$ cat config.mk
export PLATFORM = sky130hd
export DESIGN_NAME = aer_encoder
export DESIGN_NICKNAME = d
export VERILOG_FILES = /design/src/rtl/aer_encoder.sv
export SDC_FILE = /design/constraint.sdc
export NUM_CORES = 1
export LEC_CHECK = 0
export ABC_AREA = 1
export CORE_MARGIN = 10
export CORE_UTILIZATION = 30
export CTS_BUF_LIST = sky130_fd_sc_hd__clkbuf_8
export DETAILED_ROUTE_END_ITERATION = 7
export GPL_TIMING_DRIVEN = 0
export SKIP_CTS_REPAIR_TIMING = 1
export SYNTH_ARGS = -nofsm -noshare
export SYNTH_HDL_FRONTEND = slang
export SYNTH_SLANG_ARGS = --single-unit
$ cat constraint.sdc
create_clock -name clk_i -period 3.72 [get_ports clk_i]
set_input_delay 0.744 -clock clk_i [delete_from_list [all_inputs] [get_ports clk_i]]
set_output_delay 0.744 -clock clk_i [all_outputs]
set_load 0.01 [all_outputs]
$ cat src/rtl/aer_encoder.sv
// Address-event encoder: latches neuron spikes, arbitrates lowest-index-first and
// queues {address, timestamp} events into a show-ahead FIFO drained by valid/ready.
module aer_encoder #(
  parameter int NUM_NEURONS = 4,
  parameter int FIFO_DEPTH  = 8,
  parameter int TS_WIDTH    = 8,
  parameter int DROP_WIDTH  = 8,
  localparam int AW = (NUM_NEURONS > 1) ? $clog2(NUM_NEURONS) : 1,
  localparam int PW = (FIFO_DEPTH > 1) ? $clog2(FIFO_DEPTH) : 1,
  localparam int CW = PW + 1
) (
  input  logic                   clk_i,
  input  logic                   rst_ni,
  input  logic [NUM_NEURONS-1:0] spikes_i,
  output logic                   event_valid_o,
  output logic [AW-1:0]          event_addr_o,
  output logic [TS_WIDTH-1:0]    event_ts_o,
  input  logic                   event_ready_i,
  output logic [CW-1:0]          fifo_count_o,
  output logic [DROP_WIDTH-1:0]  drop_cnt_o
);

  localparam int EW = AW + TS_WIDTH;
  localparam longint unsigned DROP_MAX = (64'd1 << DROP_WIDTH) - 64'd1;

  function automatic int unsigned popcount(input logic [NUM_NEURONS-1:0] v);
    int unsigned c;
    c = 0;
    for (int i = 0; i < NUM_NEURONS; i++) begin
      if (v[i]) c++;
    end
    return c;
  endfunction

  function automatic logic [DROP_WIDTH-1:0] drop_sat_add(input logic [DROP_WIDTH-1:0] acc,
                                                         input int unsigned inc);
    longint unsigned sum;
    sum = 64'(acc) + 64'(inc);
    if (sum > DROP_MAX) return '1;
    return DROP_WIDTH'(sum);
  endfunction

  logic [NUM_NEURONS-1:0] pending_r;
  logic [TS_WIDTH-1:0]    ts_r;
  logic [PW-1:0]          wr_ptr_r;
  logic [PW-1:0]          rd_ptr_r;
  logic [CW-1:0]          count_r;
  logic [DROP_WIDTH-1:0]  drop_cnt_r;
  logic [EW-1:0]          mem [FIFO_DEPTH];

  logic [NUM_NEURONS-1:0] grant;
  logic [AW-1:0]          grant_idx;
  logic                   found;
  logic                   push_ok;
  logic                   push;
  logic                   pop;
  logic [NUM_NEURONS-1:0] drops;
  logic [EW-1:0]          head;

  // Arbitration on registered state: a pop frees a slot in the same cycle.
  assign event_valid_o = (count_r != '0);
  assign pop           = event_valid_o & event_ready_i;
  assign push_ok       = (count_r < CW'(FIFO_DEPTH)) | pop;

  always_comb begin
    grant     = '0;
    grant_idx = '0;
    found     = 1'b0;
    if (push_ok) begin
      for (int k = 0; k < NUM_NEURONS; k++) begin
        if (!found && pending_r[k]) begin
          grant[k]  = 1'b1;
          grant_idx = AW'(k);
          found     = 1'b1;
        end
      end
    end
  end

  assign push  = found;
  assign drops = spikes_i & pending_r & ~grant;

  // State update: pending latch, timestamp, FIFO pointers and drop counter.
  always_ff @(posedge clk_i) begin
    if (!rst_ni) begin
      pending_r  <= '0;
      ts_r       <= '0;
      wr_ptr_r   <= '0;
      rd_ptr_r   <= '0;
      count_r    <= '0;
      drop_cnt_r <= '0;
    end else begin
      pending_r  <= (pending_r & ~grant) | spikes_i;
      ts_r       <= ts_r + TS_WIDTH'(1);
      drop_cnt_r <= drop_sat_add(drop_cnt_r, popcount(drops));
      if (push) wr_ptr_r <= wr_ptr_r + PW'(1);
      if (pop)  rd_ptr_r <= rd_ptr_r + PW'(1);
      if (push && !pop)      count_r <= count_r + CW'(1);
      else if (pop && !push) count_r <= count_r - CW'(1);
    end
  end

  always_ff @(posedge clk_i) begin
    if (push) mem[wr_ptr_r] <= {grant_idx, ts_r};
  end

  // Show-ahead head, masked to zero while the FIFO is empty.
  assign head         = mem[rd_ptr_r];
  assign event_addr_o = event_valid_o ? head[EW-1:TS_WIDTH] : '0;
  assign event_ts_o   = event_valid_o ? head[TS_WIDTH-1:0] : '0;
  assign fifo_count_o = count_r;
  assign drop_cnt_o   = drop_cnt_r;

endmodule
==> flow_summary_export.csv <==
group,metric,value,unit
placement,buffer_ports.inserted,29,
setup_path,crit_buf_inv,2,
yosys,synth_seq_cells,113,
global_routing,antenna_found_initial,0,
setup_path,cp.required,4.07,ns
sta,clock_skew,0.0125,ns
sta,tns,0,ns
sta,finalSetupViolations,0,
layout,n_antenna_cell,0,
setup_path,slowest_stage,"dfxtp_1",
routing,vias_per_cell,4.53,
clock_network,path_clk_slew,0.07,ns
yosys,syn_area,4920,um2
routing,drt_iter0_markers,202,
placement,dp_hpwl,7430,um
yosys,synth_nets,515,
routing,firstDrtPassIters,4,
routing,vias,3500,
layout,n_fill_cell,1609,
clock_network,clkSinkCount,113,
setup_path,critPathKind,"reg2reg",
power,p_sw,1.24,mW
routing,wire_per_inst,13.6,um
layout,drive_above_1_share,0.0898,
setup_path,startpoint_type,"flip-flop",
floorplanning,dieArea,21900,um2
power,power,3.81,mW
clock_network,htreeDepth,4,
power,power.internal,2.56,mW
power,seq_power_share,0.421,
sta,relSlewSlack,0.326,
power,cellPowerDensity,645,nW/um2
clock_network,clock_latency,0.43,ns
worst_hold_path,hold_path.class,"reg2reg",
setup_path,critPathMaxStageDelay,0.50,ns
power,switching_share,0.327,
global_routing,grt_usage,0.100,
setup_path,worstPathMaxFanout,8,
sta,worst_slew_pin_slew,1.01,ns
yosys,yosysMostFrequentCell,"nor2_1",
sta,max_freq,292,MHz
routing,wl,10600,um
floorplanning,start_util,0.308,
global_routing,overflow,0,
routing,drc,0,
clock_network,numCtsBuffers,17,
setup_path,crit_chain,"nor2_1 > nand2_2 > nand2_4 > nand2_4 > nand2_1 > nand2_1 > nor2_1 > ha_1 > nand3_1 > nand2_2 > inv_1 > ha_1 > or2_0 > nand2_1 > fa_1 > o21ai_2 > nand4_1 > buf_4 > a21oi_1",
placement,gp_congestion,0.806,
yosys,netlist_instances,493,
setup_path,rrSetupSlack,0.30,ns
setup_path,crit_path_end_kind,"flip-flop",
global_routing,grt_first_pass_wirelength,17100,um
yosys,ys_warn_count,0,
global_routing,grt_max_degree,17,
sta,final_max_slew_viol_count,0,
floorplanning,core_area,16000,um2
floorplanning,die_h,148,um
floorplanning,die_w,148,um
yosys,syn_avg_cell_area,9.99,um2
floorplanning,rows,46,
sta,rsz0062_at_grt,"no",
yosys,synth_common_cells,"nor2_1 (110), edfxtp_1 (80), o21ai_0 (72)",
yosys,async_flop_share,0,
routing,ant_nets,0,
power,irDropWorstVdd,370,uV
power,p_comb_frac,0.297,
yosys,synth_cell_types,28,
layout,final_util,0.369,
sta,finalHoldViolCount,0,
yosys,synth_area_leaders,"edfxtp_1 (49%), dfxtp_1 (13%), nor2_1 (8.4%)",
setup_path,cpMostUsedCell,"nand2_1",
yosys,ys.flop_type,"edfxtp_1",
clock_network,cts_root_buf,"clkbuf_8",
yosys,synth_edf_count,80,
yosys,yosysTopAreaCell,"edfxtp_1",
clock_network,cts.path.max_buffers,2,
setup_path,crit_family,"simple AND/OR/NAND/NOR gates",
job,max_cap_viol_count,0,
layout,syn2layout_area_growth,19.8,%
setup_path,arrival,3.77,ns
sta,finalCritPeriodShare,0.920,
status,outcome,"completed",
sta,finalCriticalPeriod,3.42,ns
clock_network,cts_tree,"built",
power,clkPwrFrac,0.282,
layout,nets,566,
yosys,ys_seq_area_frac,0.622,
power,power.leakage,2.28,nW
yosys,synth_top_area_frac,0.488,
global_routing,grt_pass1_vias,3475,
floorplanning,io_pins,30,
[final timing paths]
check                  start       endpoint  cells after the start
max          fifo_count_o[3]  drop_cnt_o[3]                     19
min              rd_ptr_r[0]    rd_ptr_r[0]                      2
max reg2reg  fifo_count_o[3]  drop_cnt_o[3]                     19
min reg2reg      rd_ptr_r[0]    rd_ptr_r[0]                      2
[power by group through the flow]
stage	logic [mW]	registers, mW	clock network [mW]
floorplan	0.675	1.62	0
global placement	1.11	1.62	0
detailed placement	1.14	1.63	0
CTS	1.14	1.60	1.10
global route	1.28	1.62	1.17
finish	1.13	1.60	1.07
[layer usage]
| layer | wire (um) | up-vias | GRT usage |
|---|---|---|---|
| met3 | 669 | 6 | 0.0388 |
| li1 | - | 1770 | - |
| met1 | 4790 | 1638 | 0.122 |
| met2 | 5000 | 86 | 0.156 |
| met4 | 91 | 0 | 0.0387 |
| met5 | 0 | - | 0 |
[logic make-up (layout without fill, tap and decap cells)]
group | count (synthesis) | in the layout | share of synthesized area
other | 1 | 1 | 0.000761
buffers and inverters | 54 | 118 | 0.0422
AOI/OAI and AO/OA | 103 | 103 | 0.105
DFF | 113 | 113 | 0.622
and+or+nand+nor | 197 | 197 | 0.171
adders and majority gates | 15 | 15 | 0.0412
xor gates and xnor gates | 10 | 10 | 0.0178
[final cells by class]
cell class / count / area (um2) / area share
timing repair buffer: 32 / 313 / 0.0530
multi-input combinational: 326 / 1670 / 0.284
clock buffer: 18 / 248 / 0.0420
tap: 216 / 270 / 0.0458
clock inverter: 14 / 126 / 0.0214
inverter: 38 / 145 / 0.0246
buffer: 16 / 62.6 / 0.0106
sequential: 113 / 3060 / 0.519
[flip-flops by register name, indices dropped and copies added (netlist names), named ones only]
register and count:
ts_r 8, fifo_count_o 4, wr_ptr_r 3, mem 80
pending_r 4, rd_ptr_r 3, drop_cnt_o 8
[tightest hold or removal path, stage by stage, from the launching register on]
cell and delay (ns):
dfxtp_1 0.32, inv_1 0.08, a21oi_1 0.06
[cells in the final DEF (no fill, tap or decap), drive strengths merged, types with 2 or more instances in the layout]
| cell type | Yosys | layout |
|---|---|---|
| fa | 2 | 2 |
| nor2 | 110 | 110 |
| nor3 | 8 | 8 |
| nand3b | 2 | 2 |
| bufinv | 0 | 2 |
| ha | 13 | 13 |
| dfxtp | 33 | 33 |
| nand2 | 59 | 59 |
| clkdlybuf4s50 | 0 | 28 |
| clkbuf | 13 | 31 |
| edfxtp | 80 | 80 |
| inv | 37 | 40 |
| clkinv | 1 | 9 |
| a21oi | 22 | 22 |
| nand3 | 15 | 15 |
| buf | 3 | 6 |
| xnor2 | 3 | 3 |
| o21ai | 79 | 79 |
| xor2 | 7 | 7 |
[stage by stage]
step / worst slack [ns] / hold slack [ns] / cells / cell area, um2
2_1_floorplan: 0.502 / 0.457 / 493 / 4920
3_3_place_gp: -0.400 / 0.477 / 738 / 5490
3_5_place_dp: -0.496 / 0.498 / 739 / 5500
4_1_cts: -0.0219 / 0.509 / 771 / 5870
5_1_grt: 0.0314 / 0.537 / 773 / 5900
6_report: 0.296 / 0.509 / 773 / 5900
No activity file was read; power rests on OpenSTA's default activity.
